## src/rtl/lsp_dec_pkg.sv

```systemverilog
// Shared constants and types for the G.729 LSP decoder stages.
package lsp_dec_pkg;

  localparam int unsigned M     = 10;  // LSP order (words per row)
  localparam int unsigned MA_NP = 4;   // MA predictor rows in freq_prev

  localparam int unsigned KW = $clog2(MA_NP);
  localparam int unsigned IW = $clog2(M);

  // freq_prev[k][i] lives at FREQ_PREV_BASE + k*M + i
  localparam logic [11:0] FREQ_PREV_BASE = 12'd0;
  localparam logic [11:0] LSP_ELE_BASE   = 12'd64;

  localparam logic [KW-1:0] K_FIRST = KW'(MA_NP - 1);
  localparam logic [IW-1:0] I_LAST  = IW'(M - 1);

  typedef enum logic [2:0] {
    StIdle,
    StRead,
    StWait,
    StWrite,
    StDone
  } lsp_prev_state_e;

endpackage

```

## src/rtl/lsp_prev_addr_gen.sv

```systemverilog
// Maps (row, index) pairs to scratch addresses for the freq_prev history shift.
// Row 0 reads from lsp_ele; every other row reads from the row below it.
module lsp_prev_addr_gen
  import lsp_dec_pkg::*;
(
  input  logic [KW-1:0] rd_k,
  input  logic [IW-1:0] rd_i,
  input  logic [KW-1:0] wr_k,
  input  logic [IW-1:0] wr_i,
  output logic [11:0]   rd_addr,
  output logic [11:0]   wr_addr
);

  logic [11:0] rd_row;

  // Source and destination address arithmetic
  always_comb begin
    if (rd_k == '0) begin
      rd_row = LSP_ELE_BASE;
    end else begin
      rd_row = FREQ_PREV_BASE + 12'(rd_k - KW'(1)) * 12'(M);
    end
    rd_addr = rd_row + 12'(rd_i);
    wr_addr = FREQ_PREV_BASE + 12'(wr_k) * 12'(M) + 12'(wr_i);
  end

endmodule

```

## src/rtl/lsp_prev_update.sv

```systemverilog
// G.729 Lsp_prev_update: shifts the freq_prev MA history one row up and inserts lsp_ele
// as row 0, entirely through the scratch-memory port.
// Optional macro LSP_PREV_UPDATE_PIPE_EN selects a streaming one-word-per-cycle copy;
// by default a 3-cycle-per-word READ/WAIT/WRITE sequence is used.
module lsp_prev_update
  import lsp_dec_pkg::*;
(
  input  logic        clk,
  input  logic        reset,
  input  logic        start,
  input  logic [31:0] memIn,
  output logic [11:0] memReadAddr,
  output logic [11:0] memWriteAddr,
  output logic [31:0] memOut,
  output logic        memWriteEn,
  output logic        done
);

  lsp_prev_state_e state_q, state_d;
  logic [KW-1:0]   k_q, k_d;
  logic [IW-1:0]   i_q, i_d;
  logic [KW-1:0]   wr_k;
  logic [IW-1:0]   wr_i;
  logic [11:0]     rd_addr, wr_addr;
  logic            last_word;

`ifdef LSP_PREV_UPDATE_PIPE_EN
  // Write side trails the read side by one cycle
  logic [KW-1:0] wk_q, wk_d;
  logic [IW-1:0] wi_q, wi_d;
  logic          wr_pend_q, wr_pend_d;
  assign wr_k = wk_q;
  assign wr_i = wi_q;
`else
  logic [31:0] data_q, data_d;
  assign wr_k = k_q;
  assign wr_i = i_q;
`endif

  assign last_word = (k_q == '0) && (i_q == I_LAST);

  lsp_prev_addr_gen u_addr_gen (
    .rd_k    (k_q),
    .rd_i    (i_q),
    .wr_k    (wr_k),
    .wr_i    (wr_i),
    .rd_addr (rd_addr),
    .wr_addr (wr_addr)
  );

  // State and counter registers, synchronous reset
  always_ff @(posedge clk) begin
    if (reset) begin
      state_q   <= StIdle;
      k_q       <= K_FIRST;
      i_q       <= '0;
`ifdef LSP_PREV_UPDATE_PIPE_EN
      wk_q      <= K_FIRST;
      wi_q      <= '0;
      wr_pend_q <= 1'b0;
`else
      data_q    <= '0;
`endif
    end else begin
      state_q   <= state_d;
      k_q       <= k_d;
      i_q       <= i_d;
`ifdef LSP_PREV_UPDATE_PIPE_EN
      wk_q      <= wk_d;
      wi_q      <= wi_d;
      wr_pend_q <= wr_pend_d;
`else
      data_q    <= data_d;
`endif
    end
  end

  // Next-state, counter advance and memory port drive
  always_comb begin
    state_d      = state_q;
    k_d          = k_q;
    i_d          = i_q;
    memReadAddr  = '0;
    memWriteAddr = '0;
    memOut       = '0;
    memWriteEn   = 1'b0;
    done         = 1'b0;
`ifdef LSP_PREV_UPDATE_PIPE_EN
    wk_d         = wk_q;
    wi_d         = wi_q;
    wr_pend_d    = wr_pend_q;

    unique case (state_q)
      StIdle: begin
        wr_pend_d = 1'b0;
        if (start) begin
          state_d = StRead;
          k_d     = K_FIRST;
          i_d     = '0;
        end
      end
      StRead: begin
        memReadAddr = rd_addr;
        // Data for the word read last cycle is on memIn now
        if (wr_pend_q) begin
          memWriteEn   = 1'b1;
          memWriteAddr = wr_addr;
          memOut       = memIn;
        end
        wr_pend_d = 1'b1;
        wk_d      = k_q;
        wi_d      = i_q;
        if (i_q == I_LAST) begin
          i_d = '0;
          if (last_word) begin
            k_d     = K_FIRST;
            state_d = StWrite;
          end else begin
            k_d = k_q - KW'(1);
          end
        end else begin
          i_d = i_q + IW'(1);
        end
      end
      StWrite: begin
        // Drain the final word
        memWriteEn   = 1'b1;
        memWriteAddr = wr_addr;
        memOut       = memIn;
        wr_pend_d    = 1'b0;
        state_d      = StDone;
      end
      StDone: begin
        done    = 1'b1;
        state_d = StIdle;
      end
      default: state_d = StIdle;
    endcase
`else
    data_d = data_q;

    unique case (state_q)
      StIdle: begin
        if (start) begin
          state_d = StRead;
          k_d     = K_FIRST;
          i_d     = '0;
        end
      end
      StRead: begin
        memReadAddr = rd_addr;
        state_d     = StWait;
      end
      StWait: begin
        // Capture so the write does not depend on memIn holding past its valid cycle
        data_d  = memIn;
        state_d = StWrite;
      end
      StWrite: begin
        memWriteEn   = 1'b1;
        memWriteAddr = wr_addr;
        memOut       = data_q;
        state_d      = StRead;
        if (i_q == I_LAST) begin
          i_d = '0;
          if (last_word) begin
            k_d     = K_FIRST;
            state_d = StDone;
          end else begin
            k_d = k_q - KW'(1);
          end
        end else begin
          i_d = i_q + IW'(1);
        end
      end
      StDone: begin
        done    = 1'b1;
        state_d = StIdle;
      end
      default: state_d = StIdle;
    endcase
`endif
  end

endmodule
```

## config.mk

```make
export PLATFORM = sky130hd
export DESIGN_NAME = lsp_prev_update
export DESIGN_NICKNAME = d
export VERILOG_FILES = /design/src/rtl/lsp_dec_pkg.sv /design/src/rtl/lsp_prev_addr_gen.sv /design/src/rtl/lsp_prev_update.sv
export SDC_FILE = /design/constraint.sdc
export NUM_CORES = 1
export LEC_CHECK = 0
export CORE_MARGIN = 4
export CORE_UTILIZATION = 50
export DETAILED_ROUTE_END_ITERATION = 7
export DONT_BUFFER_PORTS = 1
export REMOVE_ABC_BUFFERS = 1
export SLEW_MARGIN = 20
export SYNTH_ARGS = -nofsm -noshare
export SYNTH_HDL_FRONTEND = slang
export SYNTH_HIERARCHICAL = 1
export SYNTH_SLANG_ARGS = --single-unit
```

## constraint.sdc

```tcl
create_clock -name clk -period 2 [get_ports clk]
set_input_delay 0.1 -clock clk [delete_from_list [all_inputs] [get_ports clk]]
set_output_delay 0.1 -clock clk [all_outputs]
set_load 0.01 [all_outputs]
```

==> results.sh, run 1 <==
export IMPL_outcome="finished clean"
export IMPL_gp_congestion=0.697
export IMPL_place_ws_ns=0.291
export IMPL_cp_required_ns=1.90
export IMPL_hold_class="in2reg"
export IMPL_finalHoldViolations=0
export IMPL_synthCells=301
export IMPL_numPortBuffers=0
export IMPL_critical_path_class="reg2out"
export IMPL_synth_top_area_share_pct=35.5
export IMPL_cts_tree="built"
export IMPL_period_needed_ns=1.87
export IMPL_ys_types=37
export IMPL_grt_overflow=0
export IMPL_maxSlewViolCount=0
export IMPL_crit_path_end_kind="primary output"
export IMPL_drive_gt1_share_pct=8.02
export IMPL_irDropWorstVdd_mv=0.603
export IMPL_maxCapViolCount=0
export IMPL_cpLargestDelayFamily="adder cells"
export IMPL_area_growth_pct=18.4
export IMPL_core_area_mm2=0.00441
export IMPL_nFillCells=398
export IMPL_viasPerCell=5.14
export IMPL_synth_top_area_cell="dfxtp_1"
export IMPL_grt_max_degree=44
export IMPL_setup_violations=0
export IMPL_worst_path_max_delay_cell="fa_1"
export IMPL_drtPass1Iterations=6
export IMPL_rows=24
export IMPL_fmax_mhz=535
export IMPL_drc=0
export IMPL_fin_ws_ns=0.131
export IMPL_syn_avg_cell_area_um2=7.69
export IMPL_start_kind="flop"
export IMPL_period_share_pct=93.5
export IMPL_rsz0062_at_grt="no"
export IMPL_synth_ff_type="dfxtp_1"
export IMPL_io_pins=93
export IMPL_synth_area_mm2=0.00231
export IMPL_hold_worst_slack_ns=0.0233
export IMPL_tightestPinTransition_ns=0.669
export IMPL_skew_ns=0.00338
export IMPL_synth_top_cells_by_area="dfxtp_1 (35%), and2_1 (15%), nand2_1 (11%)"
export IMPL_cts_reportedPaths_clkPinSlew_ns=0.07
export IMPL_critPathArrivalTime_ns=1.77
export IMPL_cts_buffer_depth=2
export IMPL_cts_buffers=5
export IMPL_cts_max_level=2
export IMPL_finalSetupTns_ns=0
export IMPL_wl_um=5180
export IMPL_cp_startpoint="k_q[1]$_SDFFE_PP1P_"
export IMPL_slowest_delay_ns=0.41
export IMPL_nNetsFinal=369
export IMPL_synthArstFlopShare_pct=0
export IMPL_synth_edf_count=0
export IMPL_grt_pass1_wl_um=8620
export IMPL_p_leak_nw=1.11
export IMPL_min_delay_start="start"
export IMPL_cts_root_buf="clkbuf_8"
export IMPL_pwr_density_cell_mw_per_mm2=723
export IMPL_first_global_vias=1821
export IMPL_path_buf_inv=0
export IMPL_routedWlPerCell_um=13.8
export IMPL_path_max_fanout=9
export IMPL_path_cells="nor2b_1 > ha_1 > fa_1 > a21oi_1 > nor2_1 > and2_1"
export IMPL_clk_latency_ns=0.29
export IMPL_numClockSinks=41
export IMPL_hpwl_um=3250
export IMPL_die_x_um=76.0
export IMPL_num_antenna_cells=0
export IMPL_rr_startpoint="state_q[1]$_SDFFE_PP0P_"
export IMPL_synth_seq_cells=41
export IMPL_relSlewSlack_pct=55.4
export IMPL_drt_initial_drc_count=88
export IMPL_power_w=0.00198
export IMPL_via_count=1932
export IMPL_grtUsageTotal_pct=17.7
export IMPL_die_h_um=76.0
export IMPL_start_util_pct=52.4
export IMPL_ys_seq_area_share_pct=35.5
export IMPL_fin_cells=376
export IMPL_antenna_found_initial=0
export IMPL_ys_warn_count=6
export IMPL_dieArea_mm2=0.00578
export IMPL_drtAntennaViolNets=0
export IMPL_placed_cells=335
## what timing repair did
item / CTS / global route
buffers inserted: 0 / 0
cloned: 0 / 0
pin swaps: 0 / 0
hold buffers: 33 / 0
gates resized for setup: 2 / 4
setup endpoints to repair: 1 / 2
endpoints found under the hold margin: 41 / 0
## synthesized netlist by cell type, types with 2 or more instances
cell      count
a31oi_1       2
and2_1       56
dfxtp_1      41
nor2_1        5
a21oi_2       4
nor2b_1       2
buf_2         5
buf_4        13
inv_1        10
ha_1          9
nand2_1      65
nor4_1        2
a21oi_1      36
xnor2_1       4
fa_1          2
a21o_1        2
nor3b_1       2
nand3_1       5
nand3b_1      5
clkbuf_1     14
## report_power, final
group / switching (W) / internal [W] / total [W]
sequential: 0.0000466 / 0.000884 / 0.000930
clock: 0.000276 / 0.000407 / 0.000683
combinational: 0.000213 / 0.000154 / 0.000367
## final timing paths
check,cells after the start,slack [ns],end
max reg2reg,3,0.34,data_q[3]$_SDFFE_PP0P_
min reg2reg,2,0.45,data_q[25]$_SDFFE_PP0P_
max,6,0.13,memReadAddr[5]
min,2,0.02,state_q[0]$_SDFFE_PP0P_
## per-stage QoR
stage                     area [um2]  utilization, %
after global placement          2270            51.5
after CTS                       2730            61.9
final                           2740            62.1
after detailed placement        2270            51.5
after floorplan                 2170               -
after global routing            2740            62.1
## metal layers
layer	vias up	wire length (um)	GRT usage [%]
li1	984	-	-
met1	880	2310	21.9
met2	62	2440	28.6
met3	6	377	6.74
met4	0	47	4.63
met5	-	0	0
## layout by cell type (no fill, tap or decap), drive strengths merged, types with 6 or more instances in the layout
master and instances:
conb 11, buf 6, clkbuf 7, a21oi 40
and2 56, inv 11, ha 9, dfxtp 41
dlygate4sd3 32, nand2 65
## cell type report
class | instances | area (um2) | share of cell area (%)
multi-input cells | 226 | 1310 | 47.8
clock buffers | 7 | 86.3 | 3.15
flip-flops and latches | 41 | 830 | 30.3
clock inverters | 1 | 30.0 | 1.10
repair buffers | 38 | 378 | 13.8
inverters | 11 | 41.3 | 1.51
well taps | 52 | 65.1 | 2.37
## flip-flops by register name (all words and copies together) (netlist names)
name	count
data_q	32
state_q	3
k_q	2
i_q	4
## worst reg2reg max path, cell delays in order (launching register included)
cell and delay [ns]:
dfxtp_1 0.49, or3b_2 0.78, nand2_1 0.20, a21oi_1 0.09
## logic make-up (layout without fill, tap and decap cells)
kind of cell | count (synthesis) | after routing | synth area share (%)
AO/OA/AOI/OAI | 47 | 47 | 11.4
XOR/XNOR | 5 | 5 | 1.89
adder cells (fa/ha/maj) | 11 | 11 | 6.59
buffers and inverters | 44 | 57 | 9.84
flip-flops | 41 | 41 | 35.5
multiplexers | 1 | 1 | 0.486
other | 1 | 11 | 0.162
AND/OR/NAND/NOR | 151 | 151 | 34.2
Power figures use the tool's default switching activity.
==> run 2: changes to the inputs <==
- ABC_AREA: default -> 1
==> run 2 against run 1 <==
- power shrank 6.6%
- worst setup slack better by 0.0070 ns
- global-route usage fell by 1.3 points
- clock skew about the same
- design area down 5.1%
==> results.sh, run 2 <==
export IMPL_viasPerCell=4.88
export IMPL_critical_path_class="reg2out"
export IMPL_die_x_um=77.1
export IMPL_fin_cells=412
export IMPL_setup_violations=0
export IMPL_crit_path_end_kind="primary output"
export IMPL_synth_seq_cells=41
export IMPL_synthAdderAreaFrac_pct=6.39
export IMPL_r2r_end="data_q[4]$_SDFFE_PP0P_"
export IMPL_synth_area_mm2=0.00239
export IMPL_numPortBuffers=0
export IMPL_synth_top_family_by_area="buffers and inverters"
export IMPL_maxSlewViolCount=0
export IMPL_multi_input_area_mm2=0.00111
export IMPL_relSlewSlack_pct=56.7
export IMPL_nFillCells=454
export IMPL_nNetsFinal=405
export IMPL_antenna_found_initial=0
export IMPL_rr_startpoint="state_q[0]$_SDFFE_PP0P_"
export IMPL_cts_tree="built"
export IMPL_num_antenna_cells=0
export IMPL_top_regs="data_q x32, i_q x4, state_q x3"
export IMPL_cp_depth=7
export IMPL_p_leak_nw=1.10
export IMPL_routedWlPerCell_um=11.6
export IMPL_synth_top_area_share_pct=34.4
export IMPL_synth_compound_area_share_pct=16.4
export IMPL_grt_pass1_wl_um=8080
export IMPL_clk_latency_ns=0.29
export IMPL_critPathArrivalTime_ns=1.76
export IMPL_synthMuxAreaShare_pct=0
export IMPL_r2r_slack_ns=0.63
export IMPL_worst_path_max_delay_cell="dfxtp_4"
export IMPL_area_growth_pct=8.90
export IMPL_synth_xor_area_share_pct=1.10
export IMPL_layout_common_cells="inv_1 (71), nor2_1 (64), a21oi_1 (40)"
export IMPL_irDropWorstVdd_mv=0.491
export IMPL_gp_congestion=0.748
export IMPL_cp_required_ns=1.90
export IMPL_grtUsageTotal_pct=16.4
export IMPL_grt_max_degree=56
export IMPL_path_max_fanout=9
export IMPL_rsz0062_at_grt="no"
export IMPL_drtPass1Iterations=4
export IMPL_drt_initial_drc_count=77
export IMPL_yosysMostFrequentCell="inv_1"
export IMPL_cts_root_buf="clkbuf_8"
export IMPL_yosys_area_share_simple_pct=20.4
export IMPL_finalSetupTns_ns=0
export IMPL_r2r_cells=5
export IMPL_cts_max_level=2
export IMPL_grt_overflow=0
export IMPL_final_util_pct=58.1
export IMPL_rows=24
export IMPL_synth_edf_count=0
export IMPL_via_count=2009
export IMPL_placed_cells=390
export IMPL_ys_seq_area_share_pct=34.4
export IMPL_synthCells=351
export IMPL_path_cells="ha_1 > inv_1 > fa_1 > o22ai_1 > inv_1 > nor2_1 > buf_4"
export IMPL_crit_top_cell="inv_1"
export IMPL_period_needed_ns=1.86
export IMPL_die_h_um=77.1
export IMPL_numClockSinks=41
export IMPL_period_share_pct=93.1
export IMPL_tightestPinTransition_ns=0.649
export IMPL_cts_setup_buffers=0
export IMPL_wl_um=4790
export IMPL_ys_warn_count=6
export IMPL_drive_gt1_share_pct=8.06
export IMPL_fmax_mhz=537
export IMPL_path_buf_inv=3
export IMPL_hold_worst_slack_ns=0.00486
export IMPL_drc=0
export IMPL_regMostFlops="data_q"
export IMPL_skew_ns=0.00354
export IMPL_synth_ff_type="dfxtp_1"
export IMPL_cp_startpoint="k_q[0]$_SDFFE_PP1P_"
export IMPL_synth_top_area_cell="dfxtp_1"
export IMPL_start_util_pct=53.4
export IMPL_maxCapViolCount=0
export IMPL_core_area_mm2=0.00447
export IMPL_cts_buffers=5
export IMPL_slowest_delay_ns=0.40
export IMPL_pwr_density_cell_mw_per_mm2=711
export IMPL_place_area_mm2=0.00234
export IMPL_final_common_cell="inv_1"
export IMPL_seqCellArea_um2=830
export IMPL_finalHoldViolations=0
export IMPL_stdcell_area_mm2=0.00260
export IMPL_hpwl_um=3480
export IMPL_synthArstFlopShare_pct=0
export IMPL_syn_avg_cell_area_um2=6.80
export IMPL_first_global_vias=1838
export IMPL_cpLargestDelayFamily="adder cells"
export IMPL_cts_reportedPaths_clkPinSlew_ns=0.08
export IMPL_synth_top_cells_by_area="dfxtp_1 (34%), inv_1 (11%), nor2_1 (10%)"
export IMPL_yosys_top_cells_count="inv_1 (71), nor2_1 (65), dfxtp_1 (41)"
export IMPL_largest_reg_flops=32
export IMPL_dieArea_mm2=0.00595
export IMPL_cts_buffer_depth=2
export IMPL_start_kind="flop"
export IMPL_io_pins=93
export IMPL_crit_path_end="memWriteAddr[5]"
export IMPL_outcome="finished clean"
export IMPL_drtAntennaViolNets=0
export IMPL_hold_class="in2reg"
export IMPL_ys_types=29
-- run 2: changes by cell type after synthesis, sizes merged, moves of 4 or more --
cell    change
and2       -56
nor2       +62
clkbuf     -10
o21ai      +33
nand3b      -4
buf         +7
nand3      +15
inv        +63
nand2      -42
-- run 2: report_power, final --
part | switching (W) | internal [W]
Combinational | 0.000219 | 0.000123
Clock | 0.000269 | 0.000312
Sequential | 0.0000374 | 0.000889
Total | 0.000526 | 0.00132
-- run 2: worst min-delay path by stage --
stage                   start                       to  slack, ns  cells past startpoint
floorplan               reset      i_q[1]$_SDFFE_PP0P_       0.17                      1
global placement        reset  state_q[1]$_SDFFE_PP0P_       0.17                      1
detailed placement      reset  state_q[1]$_SDFFE_PP0P_       0.17                      1
CTS                 memIn[22]  data_q[22]$_SDFFE_PP0P_     0.0008                      2
global route        memIn[22]  data_q[22]$_SDFFE_PP0P_      0.003                      2
finish              memIn[18]  data_q[18]$_SDFFE_PP0P_      0.005                      2
-- run 2: cell families after synthesis --
logic type	after synthesis
flip-flops	41
AND/OR/NAND/NOR	115
XOR/XNOR	3
other	1
AO/OA/AOI/OAI	76
adder cells (fa/ha/maj)	11
buffers and inverters	104
-- run 2: stage by stage --
step	worst slack [ns]	total power [W]
finish	0.138	0.00185
CTS	0.0318	0.00187
detailed placement	0.299	0.00126
floorplan	0.402	0.00119
global placement	0.322	0.00126
global route	0.00680	0.00198
-- run 2: final cells by class --
cell class / instances / area share [%]
tap: 52 / 2.50
inverter: 74 / 10.7
sequential: 41 / 31.9
clock buffer: 7 / 3.70
timing repair buffer: 21 / 8.37
multi-input combinational: 216 / 42.7
clock inverter: 1 / 0.192
-- run 2: timing repair --
item / in CTS / in global routing
gates cloned: 0 / 0
setup endpoints to repair: 2 / 19
gates resized for setup: 2 / 5
hold buffers: 13 / 1
hold endpoints to repair: 17 / 1
-- run 2: layer usage --
metal	share of wire (%)	vias up	routed length (um)	GRT usage (%)
li1	-	1070	-	-
met1	44	879	2120	19.3
met2	48	54	2290	28.9
met3	6.7	6	323	4.68
met4	1.1	0	53	4.80
met5	0	-	0	0
